File: src/rtl/approx_mul_pkg.sv
// Shared definitions for the quadrant-split approximate multiplier: quadrant
// indices, the mode vector type and the approximate quadrant product function.
package approx_mul_pkg;

  localparam int QLL = 0;
  localparam int QLH = 1;
  localparam int QHL = 2;
  localparam int QHH = 3;

  // Widest half-operand the shared product function supports.
  localparam int MAX_H = 32;

  typedef logic [3:0] mode_t;

  // Exact product with the low t result bits replaced by (x | y) when approx is set.
  function automatic logic [2*MAX_H-1:0] approx_quad_prod(
    input logic [MAX_H-1:0] x,
    input logic [MAX_H-1:0] y,
    input int               t,
    input logic             approx
  );
    logic [2*MAX_H-1:0] p;
    p = (2*MAX_H)'(x) * (2*MAX_H)'(y);
    if (approx) begin
      for (int i = 0; i < MAX_H; i++) begin
        if (i < t) p[i] = x[i] | y[i];
      end
    end
    return p;
  endfunction

endpackage

File: src/rtl/approx_quad.sv
// One half-width quadrant multiplier, exact or approximate per beat.
module approx_quad
  import approx_mul_pkg::*;
#(
  parameter int H = 4,
  parameter int T = 2
) (
  input  logic [H-1:0]   x,
  input  logic [H-1:0]   y,
  input  logic           approx,
  output logic [2*H-1:0] q
);

  assign q = (2*H)'(approx_quad_prod(MAX_H'(x), MAX_H'(y), T, approx));

endmodule

File: src/rtl/approx_mul_pipe.sv
// Two-stage valid/ready approximate multiplier with saturating recombination
// and a wrap-around accumulator; S1 holds quadrant products, S2 the results.
module approx_mul_pipe
  import approx_mul_pkg::*;
#(
  parameter int W     = 8,
  parameter int T     = 2,
  parameter int ACC_W = 2*W + 8
) (
  input  logic             clk,
  input  logic             rst_n,
  input  logic             in_valid,
  output logic             in_ready,
  input  logic [W-1:0]     in_a,
  input  logic [W-1:0]     in_b,
  input  mode_t            in_mode,
  input  logic             in_acc,
  output logic             out_valid,
  input  logic             out_ready,
  output logic [2*W-1:0]   out_prod,
  output logic [ACC_W-1:0] out_acc
);

  localparam int H  = W / 2;
  localparam int PW = 2 * W;

  function automatic logic [PW-1:0] sat_prod(input logic [PW:0] s);
    return s[PW] ? '1 : s[PW-1:0];
  endfunction

  logic [3:0][2*H-1:0] q_c;
  logic [3:0][2*H-1:0] q_p1;
  logic                acc_en_p1;
  logic                vld_p1;
  logic [PW-1:0]       prod_p2;
  logic [ACC_W-1:0]    acc_p2;
  logic                vld_p2;
  logic                s1_adv;
  logic                s2_adv;
  logic [PW:0]         sum_c;
  logic [PW-1:0]       prod_c;
  logic [ACC_W-1:0]    acc_c;

  approx_quad #(.H(H), .T(T)) u_ll (.x(in_a[H-1:0]), .y(in_b[H-1:0]), .approx(in_mode[QLL]), .q(q_c[QLL]));
  approx_quad #(.H(H), .T(T)) u_lh (.x(in_a[H-1:0]), .y(in_b[W-1:H]), .approx(in_mode[QLH]), .q(q_c[QLH]));
  approx_quad #(.H(H), .T(T)) u_hl (.x(in_a[W-1:H]), .y(in_b[H-1:0]), .approx(in_mode[QHL]), .q(q_c[QHL]));
  approx_quad #(.H(H), .T(T)) u_hh (.x(in_a[W-1:H]), .y(in_b[W-1:H]), .approx(in_mode[QHH]), .q(q_c[QHH]));

  assign s2_adv   = !vld_p2 | out_ready;
  assign s1_adv   = vld_p1 & s2_adv;
  assign in_ready = !vld_p1 | s1_adv;

  // ---- stage 1: quadrant products and accumulate flag ----
  always_ff @(posedge clk or negedge rst_n) begin
    if (!rst_n) begin
      vld_p1    <= 1'b0;
      q_p1      <= '0;
      acc_en_p1 <= 1'b0;
    end else if (in_ready) begin
      vld_p1 <= in_valid;
      if (in_valid) begin
        q_p1      <= q_c;
        acc_en_p1 <= in_acc;
      end
    end
  end

  always_comb begin
    sum_c  = ((PW+1)'(q_p1[QHH]) << W)
           + (((PW+1)'(q_p1[QHL]) + (PW+1)'(q_p1[QLH])) << H)
           + (PW+1)'(q_p1[QLL]);
    prod_c = sat_prod(sum_c);
    acc_c  = acc_en_p1 ? (acc_p2 + ACC_W'(prod_c)) : ACC_W'(prod_c);
  end

  // ---- stage 2: output register; acc_p2 is the accumulator itself ----
  always_ff @(posedge clk or negedge rst_n) begin
    if (!rst_n) begin
      vld_p2  <= 1'b0;
      prod_p2 <= '0;
      acc_p2  <= '0;
    end else if (s2_adv) begin
      vld_p2 <= vld_p1;
      if (vld_p1) begin
        prod_p2 <= prod_c;
        acc_p2  <= acc_c;
      end
    end
  end

  assign out_valid = vld_p2;
  assign out_prod  = prod_p2;
  assign out_acc   = acc_p2;

endmodule

File: config.mk
export PLATFORM = sky130hd
export DESIGN_NAME = approx_mul_pipe
export DESIGN_NICKNAME = d
export VERILOG_FILES = /design/src/rtl/approx_mul_pkg.sv /design/src/rtl/approx_quad.sv /design/src/rtl/approx_mul_pipe.sv
export SDC_FILE = /design/constraint.sdc
export NUM_CORES = 1
export LEC_CHECK = 0
export ABC_AREA = 1
export ABC_CLOCK_PERIOD_IN_PS = 4700
export BUFFER_PORTS_ARGS = -buffer_cell sky130_fd_sc_hd__buf_2
export CORE_UTILIZATION = 37
export DETAILED_ROUTE_END_ITERATION = 6
export PLACE_DENSITY = 0.61
export SLEW_MARGIN = 10
export SYNTH_ARGS = -nofsm -noshare
export SYNTH_HDL_FRONTEND = slang
export SYNTH_SLANG_ARGS = --single-unit
File: constraint.sdc
create_clock -name clk -period 4.7 [get_ports clk]
set_input_delay 0.94 -clock clk [delete_from_list [all_inputs] [get_ports clk]]
set_output_delay 0.94 -clock clk [all_outputs]
set_load 0.01 [all_outputs]
==> out/summary.txt, run 1 <==
Post-synthesis sequential area ratio = 26.88%
Worst-skew pair later-pin latency = 0.35 ns
Layout net count = 1,194
Fmax = 0.2354 GHz
Die extent in x = 139.4 µm
Cells after Synth = 1,015
Final min period = 4.248 ns
Critical path buffer and inverter count = 2
Final setup viols = 0
GPL Wtd Cong = 0.8864
WL final = 16,810 µm
Area delta synth->final = 12.51%
GRT Total Usage = 18.79%
WP data arrival = 4.48 ns
Reg2Reg Launch Point = q_p1[10]
FF/Latch Area = 1877 µm²
Worst R2R Setup Slack = 0.45 ns
DRC = 0
Initial antenna violation count = 0
Final Max Slew Viols = 0
Ys Warns = 0
CTS buffer count = 9
Wire length of the first global-routing pass = 29,390 µm
Total power = 5.042 mW
Delay-heaviest family, CP = simple AND/OR/NAND/NOR gates
Worst-Margin Slew = 1.057 ns
Setup TNS = 0 ns
Syn nets = 1,141
Post-place setup slack = 0.2355 ns
Share of layout cells above drive strength 1 = 10.62%
Multi-input logic area = 4422 µm²
Final Util = 43.15%
H-tree depth = 3
Clock Skew = 0.01073 ns
Seq cells post-synth = 75
CP dominant cell by count = nand2_1
Final worst-path cycle share = 90.39%
Initial DRT Pass Iterations = 5
CP max stage delay = 0.39 ns
Pin count of the biggest net entering global routing = 76
Worst Path Max Fanout = 5
Syn avg cell area = 6.880 µm²
Reg2Reg Depth = 27
Num Clock Sinks = 75
Fill count = 1,904
Clk buf depth = 2
Iter 0 DRT Violations = 277
Max-cap viol count = 0
Hold_sp = out_prod[6]
Slowest CP cell = dfrtp_1
Clock-pin slew on the worst setup and hold paths = 0.06 ns
Vias per cell = 4.757
Setup Fix Bufs, Post-CTS = 0
Max IR drop VDD = 0.0002560 V
GR Overflow Total = 0
Placeable Area = 18,210 µm²
Hold Vio Cnt, Final = 0
Die height = 139.4 µm
RSZ-0062 raised after global routing = false
Port Buffers = 66
DR WL/cell = 12.91 µm
Final hold slack = 0.4710 ns
PnR worst setup slack = 0.4516 ns
Netlist cell types = 31
CP Capture Type = flip-flop
WHS Path Cells = 2
Num ports = 67
Worst endpoint required time = 4.94 ns
Hold Path End = out_prod[6]
P_leak = 4.575 nW
Row Count = 49
CTS tree = done
Worst r2r dst = out_acc[8]
Status = completed
Mapped Area = 6983 µm²
Die ar. = 19,430 µm²
Clock Tree Root = clkbuf_16
Post-DRT Antenna Nets = 0
DP Wirelength = 13,080 µm
Power density cells = 641.8 nW/µm²
WS Path Type = reg -> reg
Vias = 6,194
Hold Path Class = reg -> reg
Initial Util = 38.35%
Slew HR = 29.47%
ANT cells = 0
Type of element launching the critical path = flip-flop
Vias in the first global route = 6,119
## cells by family (layout without fill, tap and decap cells)
kind of cell,Yosys count,count (layout),share of synthesized area [%]
AO/OA/AOI/OAI,99,99,8.045
XOR/XNOR,20,20,2.509
adder cells (fa/ha/maj),101,101,20.14
buffers and inverters,182,240,10.07
flip-flops,75,75,26.88
AND/OR/NAND/NOR,538,538,32.36
## Yosys cell counts
cell      count  area (µm²)
clkbuf_1     24       90.09
nand3_1      80       400.4
nand3b_1      6       45.04
nand2_2       2       12.51
nand2_1     360        1351
and2_1        4       25.02
o22ai_1       1       6.260
o21ai_2       1       8.760
dfrtp_1      75        1877
xor2_1        8       70.07
xnor2_1      12       105.1
o211ai_1      9       67.56
a21o_1        1       7.510
or2_2         4       25.02
nand2_4       5       56.30
nand4_1       6       37.54
inv_2         5       18.77
inv_1       149       559.3
nor3_1        4       20.02
nor2_1       63       236.5
ha_1         82        1026
o21bai_1      1       7.510
fa_1         19       380.4
a21oi_1      41       205.2
o21ai_0      34       170.2
buf_2         3       15.01
nor3_4        1       16.27
a21oi_4       2       32.53
nor2_4        3       33.78
a31oi_1       9       56.30
buf_12        1       20.02
## repair_timing
action / in CTS / in global routing
resized for setup: 0 / 7
hold buffers: 0 / 0
endpoints found under the setup margin: 0 / 17
## routing by layer
metal	up-vias	part of all wire (%)	global-route usage, %	wire length, µm
met5	-	0	0	0
met2	109	46	32.08	7764
met1	2772	49	24.78	8272
met4	0	1.2	4.503	202
li1	3300	-	-	-
met3	13	3.4	2.959	573
## cells in the final DEF (no fill, tap or decap), types with 2 or more instances in the layout
| cell type | instances |
|---|---|
| nand2_4 | 5 |
| nand2_1 | 360 |
| a21oi_1 | 41 |
| nor3_1 | 4 |
| o21ai_2 | 2 |
| o211ai_1 | 9 |
| fa_1 | 18 |
| nor2_1 | 61 |
| or2_2 | 4 |
| and2_1 | 4 |
| buf_2 | 65 |
| ha_1 | 81 |
| a21oi_4 | 2 |
| dfrtp_1 | 75 |
| clkbuf_16 | 9 |
| nor2_4 | 3 |
| buf_4 | 4 |
| clkinvlp_4 | 2 |
| nand4_1 | 6 |
| inv_1 | 149 |
| nand3b_1 | 6 |
| xor2_1 | 8 |
| bufinv_16 | 2 |
| nor2_2 | 2 |
| nand2_2 | 2 |
| a31oi_1 | 9 |
| inv_2 | 5 |
| nand3_1 | 79 |
| o21ai_0 | 33 |
| xnor2_1 | 12 |
## tightest hold or removal path, cell delays in order (launching register included)
cell and delay, ns:
dfrtp_1 0.34, nand2_1 0.05, nand2_1 0.05
## through the flow
step | area (µm²) | instances
floorplan | 6983 | 1015
global placement | 7520 | 1286
detailed placement | 7520 | 1286
CTS | 7838 | 1302
global route | 7856 | 1302
finish | 7856 | 1302
## report_power, final
group	internal [mW]	leakage [nW]	switching, mW	total [mW]
clock network	0.466	0.149	0.298	0.764
registers	0.840	0.935	0.157	0.996
logic	1.19	3.49	2.09	3.28
total	2.50	4.57	2.54	5.04
## how the worst max path moves through the flow
| stage | from | endpoint | slack, ns | cells past startpoint |
|---|---|---|---|---|
| after CTS | q_p1[8] | out_acc[8] | 0.22 | 28 |
| after global placement | q_p1[8] | out_acc[8] | 0.32 | 28 |
| after global routing | q_p1[10] | out_acc[8] | 0.004 | 27 |
| final | q_p1[10] | out_acc[8] | 0.45 | 27 |
| after detailed placement | q_p1[8] | out_acc[8] | 0.24 | 28 |
| after floorplan | q_p1[8] | out_acc[8] | 0.54 | 28 |
## cell type report
type	instances	share of cell area, %
clock buffers	10	2.914
clock inverters	6	1.131
inverters	154	7.358
multi-input cells	758	56.28
flip-flops and latches	75	23.89
well taps	229	3.647
repair buffers	70	4.778
## registers in the layout (all words and copies together), names as in the netlist
signal / count
vld_p1: 1
out_prod: 16
acc_en_p1: 1
q_p1: 32
out_acc: 24
out_valid: 1
Note: power is estimated with default switching activity, not from simulation.
==> run 2, diff against run 1 <==
--- a/config.mk
+++ b/config.mk
@@ -10,7 +10,8 @@
 export BUFFER_PORTS_ARGS = -buffer_cell sky130_fd_sc_hd__buf_2
 export CORE_UTILIZATION = 37
 export DETAILED_ROUTE_END_ITERATION = 6
-export PLACE_DENSITY = 0.61
+export PLACE_DENSITY_LB_ADDON = 0.12
+export SKIP_CTS_REPAIR_TIMING = 1
 export SLEW_MARGIN = 10
 export SYNTH_ARGS = -nofsm -noshare
 export SYNTH_HDL_FRONTEND = slang
==> out/summary.txt, run 2 (synthesis gave the netlist of run 1 again) <==
Post-DRT Antenna Nets = 0
WP data arrival = 4.54 ns
Final setup viols = 0
Worst endpoint required time = 4.94 ns
Fmax = 0.2327 GHz
Initial antenna violation count = 0
Final Util = 43.22%
P_leak = 4.589 nW
Comb power frac = 66.0%
WL final = 17,520 µm
Final min period = 4.297 ns
Worst-Margin Slew = 0.9686 ns
Pin count of the biggest net entering global routing = 76
Layout net count = 1,199
Hold Path Class = reg -> reg
Power density cells = 647.3 nW/µm²
Placeable Area = 18,210 µm²
Post-place setup slack = 0.2413 ns
P_int = 2.527 mW
CTS tree = done
DR WL/cell = 13.41 µm
Die height = 139.4 µm
GRT Total Usage = 19.52%
Clock power share = 14.5%
Max-cap viol count = 0
CP Capture Type = flip-flop
Worst-skew pair later-pin latency = 0.35 ns
Total power = 5.094 mW
Max reg flops = 32
Num ports = 67
Final hold slack = 0.4739 ns
Vias per cell = 4.778
DP Wirelength = 13,770 µm
PnR worst setup slack = 0.4033 ns
Type of element launching the critical path = flip-flop
Num Clock Sinks = 75
Area delta synth->final = 12.70%
GR Overflow Total = 0
Wire length of the first global-routing pass = 30,120 µm
GPL Wtd Cong = 0.9018
Sw Pwr = 2.568 mW
Die ar. = 19,430 µm²
Commonest non-fill, non-tap cell in the layout = nand2_1
Final worst-path cycle share = 91.42%
Die extent in x = 139.4 µm
Worst Path Max Fanout = 10
Slew HR = 35.43%
Clk buf depth = 2
Reg power frac = 19.5%
Initial DRT Pass Iterations = 4
Port Buffers = 66
WS Path Type = reg -> reg
ANT cells = 0
Clock Skew = 0.008022 ns
H-tree depth = 3
CTS buffer count = 9
Share of layout cells above drive strength 1 = 10.96%
Vias = 6,240
Status = completed
Fill count = 1,899
Clock Tree Root = clkbuf_16
Initial Util = 38.35%
Clock-pin slew on the worst setup and hold paths = 0.06 ns
Final cell count without fillers = 1,306
Cell count after placement = 1,291
Sw Ratio = 50.40%
Final Max Slew Viols = 0
Hold Vio Cnt, Final = 0
Row Count = 49
Most frequent cells in the layout = nand2_1 (359), inv_1 (149), nand3_1 (80), ha_1 (80), dfrtp_1 (75)
Iter 0 DRT Violations = 325
Vias in the first global route = 6,182
Top reg by flops = q_p1
DRC = 0
Max IR drop VDD = 0.0002313 V
-- run 2: changes by cell type in the layout (fill, tap and decap cells not counted), sizes merged --
| cell | previous run | this run |
|---|---|---|
| inv | 155 | 154 |
| clkinvlp | 2 | 0 |
| buf | 70 | 75 |
| clkinv | 1 | 3 |
-- run 2: routing by layer --
metal | part of all wire, % | global-route usage (%)
met5 | 0 | 0
met1 | 47 | 24.69
met4 | 2.0 | 7.368
met3 | 1.9 | 1.927
met2 | 49 | 34.28
-- run 2: worst paths after layout --
check | depth (start not counted) | start | endpoint | slack, ns
min in group asynchronous | 1 | rst_n | out_acc[3] | 0.73
max in group asynchronous | 1 | rst_n | out_prod[13] | 3.31
min | 2 | out_prod[9] | out_prod[9] | 0.47
max | 27 | q_p1[10] | out_acc[22] | 0.40
min reg2reg | 2 | out_prod[9] | out_prod[9] | 0.47
max reg2reg | 27 | q_p1[10] | out_acc[22] | 0.40
-- run 2: area by class of cell --
| cell class | instances | area [µm²] | area share [%] |
|---|---|---|---|
| Clock inverter | 5 | 78.83 | 1.002 |
| Sequential cell | 75 | 1877 | 23.85 |
| Tap cell | 229 | 286.5 | 3.641 |
| Inverter | 154 | 578.1 | 7.345 |
| Clock buffer | 10 | 229.0 | 2.909 |
| Timing Repair Buffer | 75 | 400.4 | 5.087 |
| Multi-Input combinational cell | 758 | 4420 | 56.17 |
-- run 2: power by group through the flow --
| stage | clock (mW) | combinational (mW) | sequential (mW) |
|---|---|---|---|
| 5_1_grt | 0.778 | 3.83 | 1.02 |
| 2_1_floorplan | 0 | 2.42 | 1.03 |
| 6_report | 0.737 | 3.36 | 0.995 |
| 3_5_place_dp | 0 | 3.32 | 1.01 |
| 4_1_cts | 0.759 | 3.34 | 0.999 |
| 3_3_place_gp | 0 | 3.34 | 1.01 |
-- run 2: through the flow --
step / instance area (µm²) / TNS, ns
after floorplan: 6983 / 0
after detailed placement: 7545 / 0
after global routing: 7870 / -0.04156
after global placement: 7545 / 0
after CTS: 7853 / 0
final: 7870 / 0
-- run 2: critical path, cell delays in order, from the launching register on --
cell and delay [ns]:
dfrtp_1 0.39, ha_1 0.35, a21oi_1 0.18, nand2_1 0.12, nand2_1 0.07, nand2_1 0.05
a21oi_1 0.15, xor2_1 0.16, inv_1 0.06, ha_2 0.30, nand2_1 0.17, nor2_1 0.09
nand2_2 0.09, nor2_4 0.04, nor2_4 0.24, buf_4 0.24, nand2_4 0.06, ha_1 0.33
nand2_1 0.19, inv_1 0.06, nand2_1 0.06, nand2_1 0.10, inv_1 0.07, nand3_1 0.18
nand2_1 0.11, nand2_1 0.12, a21oi_1 0.17, nor2_1 0.06
==> run 3, diff against run 2 <==
--- a/config.mk
+++ b/config.mk
@@ -6,7 +6,7 @@
 export NUM_CORES = 1
 export LEC_CHECK = 0
 export ABC_AREA = 1
-export ABC_CLOCK_PERIOD_IN_PS = 4700
+export ABC_CLOCK_PERIOD_IN_PS = 5100
 export BUFFER_PORTS_ARGS = -buffer_cell sky130_fd_sc_hd__buf_2
 export CORE_UTILIZATION = 37
 export DETAILED_ROUTE_END_ITERATION = 6
==> constraint.sdc (replaced) <==
create_clock -name clk -period 5.1 [get_ports clk]
set_input_delay 1.02 -clock clk [delete_from_list [all_inputs] [get_ports clk]]
set_output_delay 1.02 -clock clk [all_outputs]
set_load 0.01 [all_outputs]
==> out/summary.txt, run 3 (synthesis gave the netlist of run 1 again) <==
DR WL/cell = 13.39 µm
Placeable Area = 18,210 µm²
GPL Wtd Cong = 0.9652
Setup TNS = 0 ns
Worst endpoint required time = 5.34 ns
Port Buffers = 66
Clock-pin slew on the worst setup and hold paths = 0.06 ns
RSZ-0062 raised after global routing = false
Final cell count without fillers = 1,302
Hold Path Class = reg -> reg
Wire length of the first global-routing pass = 30,190 µm
Reg2Reg Depth = 29
Layout net count = 1,194
Instance count on the critical path = 29
Status = completed
Die ar. = 19,430 µm²
CTS tree = done
Fill count = 1,938
Power density cells = 596.2 nW/µm²
Critical path buffer and inverter count = 4
Clk buf depth = 2
Slew HR = 30.51%
Clock Tree Root = clkbuf_16
Total power = 4.680 mW
WS Path Type = reg -> reg
CTS buffer count = 9
Area delta synth->final = 12.42%
Max IR drop VDD = 0.0002398 V
Most frequent cells in the layout = nand2_1 (360), inv_1 (149), ha_1 (82)
Max-cap viol count = 0
Top reg by flops = q_p1
Worst Path Max Fanout = 5
Type of element launching the critical path = flip-flop
Vias per cell = 4.799
Commonest non-fill, non-tap cell in the layout = nand2_1
Max reg flops = 32
Clock Skew = 0.008794 ns
WP data arrival = 4.85 ns
Vias in the first global route = 6,201
GR Overflow Total = 0
CP dominant cell by count = nand2_1
ANT cells = 0
Final min period = 4.608 ns
Num Clock Sinks = 75
Initial antenna violation count = 0
Die extent in x = 139.4 µm
Final setup viols = 0
Final worst-path cycle share = 90.34%
Die height = 139.4 µm
Slowest CP cell = fa_1
WHS Path Cells = 2
Worst-Margin Slew = 1.041 ns
Initial DRT Pass Iterations = 4
Final Instance Area = 7850 µm²
WL final = 17,430 µm
DRC = 0
Num ports = 67
Row Count = 49
PnR worst setup slack = 0.4924 ns
DP Wirelength = 13,650 µm
Final Max Slew Viols = 0
GRT Total Usage = 19.51%
H-tree depth = 3
Delay-heaviest family, CP = simple AND/OR/NAND/NOR gates
CP Capture Type = flip-flop
Cell count after placement = 1,286
Hold Vio Cnt, Final = 0
P_leak = 4.584 nW
Worst-skew pair later-pin latency = 0.35 ns
Post-DRT Antenna Nets = 0
Pin count of the biggest net entering global routing = 76
Share of layout cells above drive strength 1 = 10.07%
Fmax = 0.2170 GHz
Iter 0 DRT Violations = 320
Initial Util = 38.35%
Post-place setup slack = 0.3576 ns
Placed Area = 7507 µm²
CP max stage delay = 0.48 ns
Vias = 6,248
[run 3: routing by layer]
layer | up-vias | wire length [µm] | track usage [%] | share of wire (%)
met5 | - | 0 | 0 | 0
li1 | 3308 | - | - | -
met4 | 0 | 414 | 7.076 | 2.4
met3 | 23 | 662 | 3.063 | 3.8
met2 | 102 | 8257 | 33.40 | 47
met1 | 2815 | 8094 | 24.75 | 46
[run 3: where the power goes]
| part | switching, mW | internal, mW |
|---|---|---|
| logic | 1.92 | 1.10 |
| clock network | 0.260 | 0.490 |
| registers | 0.138 | 0.774 |
[run 3: cell type report]
class	instances	area [µm²]	share of cell area, %
Tap cell	229	286.5	3.650
Multi-Input combinational cell	758	4403	56.09
Clock inverter	5	100.1	1.275
Sequential cell	75	1877	23.91
Clock buffer	11	242.7	3.092
Timing Repair Buffer	70	362.8	4.622
Inverter	154	578.1	7.364
[run 3: final timing paths]
kind | start | to | slack (ns)
setup / recovery | q_p1[8] | out_acc[16] | 0.49
hold / removal | out_prod[9] | out_prod[9] | 0.47
setup reg to reg | q_p1[8] | out_acc[16] | 0.49
hold reg to reg | out_prod[9] | out_prod[9] | 0.47
max in group asynchronous | rst_n | q_p1[31] | 3.62
min in group asynchronous | rst_n | out_prod[4] | 0.83
[run 3: tightest hold or removal path: stages, from the launching register on]
cell     delay [ns]
dfrtp_1        0.34
nand2_1        0.05
nand2_1        0.05
[run 3: per-stage QoR]
stage,util (%),hold slack [ns]
2_1_floorplan,-,0.4495
3_3_place_gp,41.23,0.4569
3_5_place_dp,41.23,0.4624
4_1_cts,43.11,0.4788
5_1_grt,43.11,0.5006
6_report,43.11,0.4742
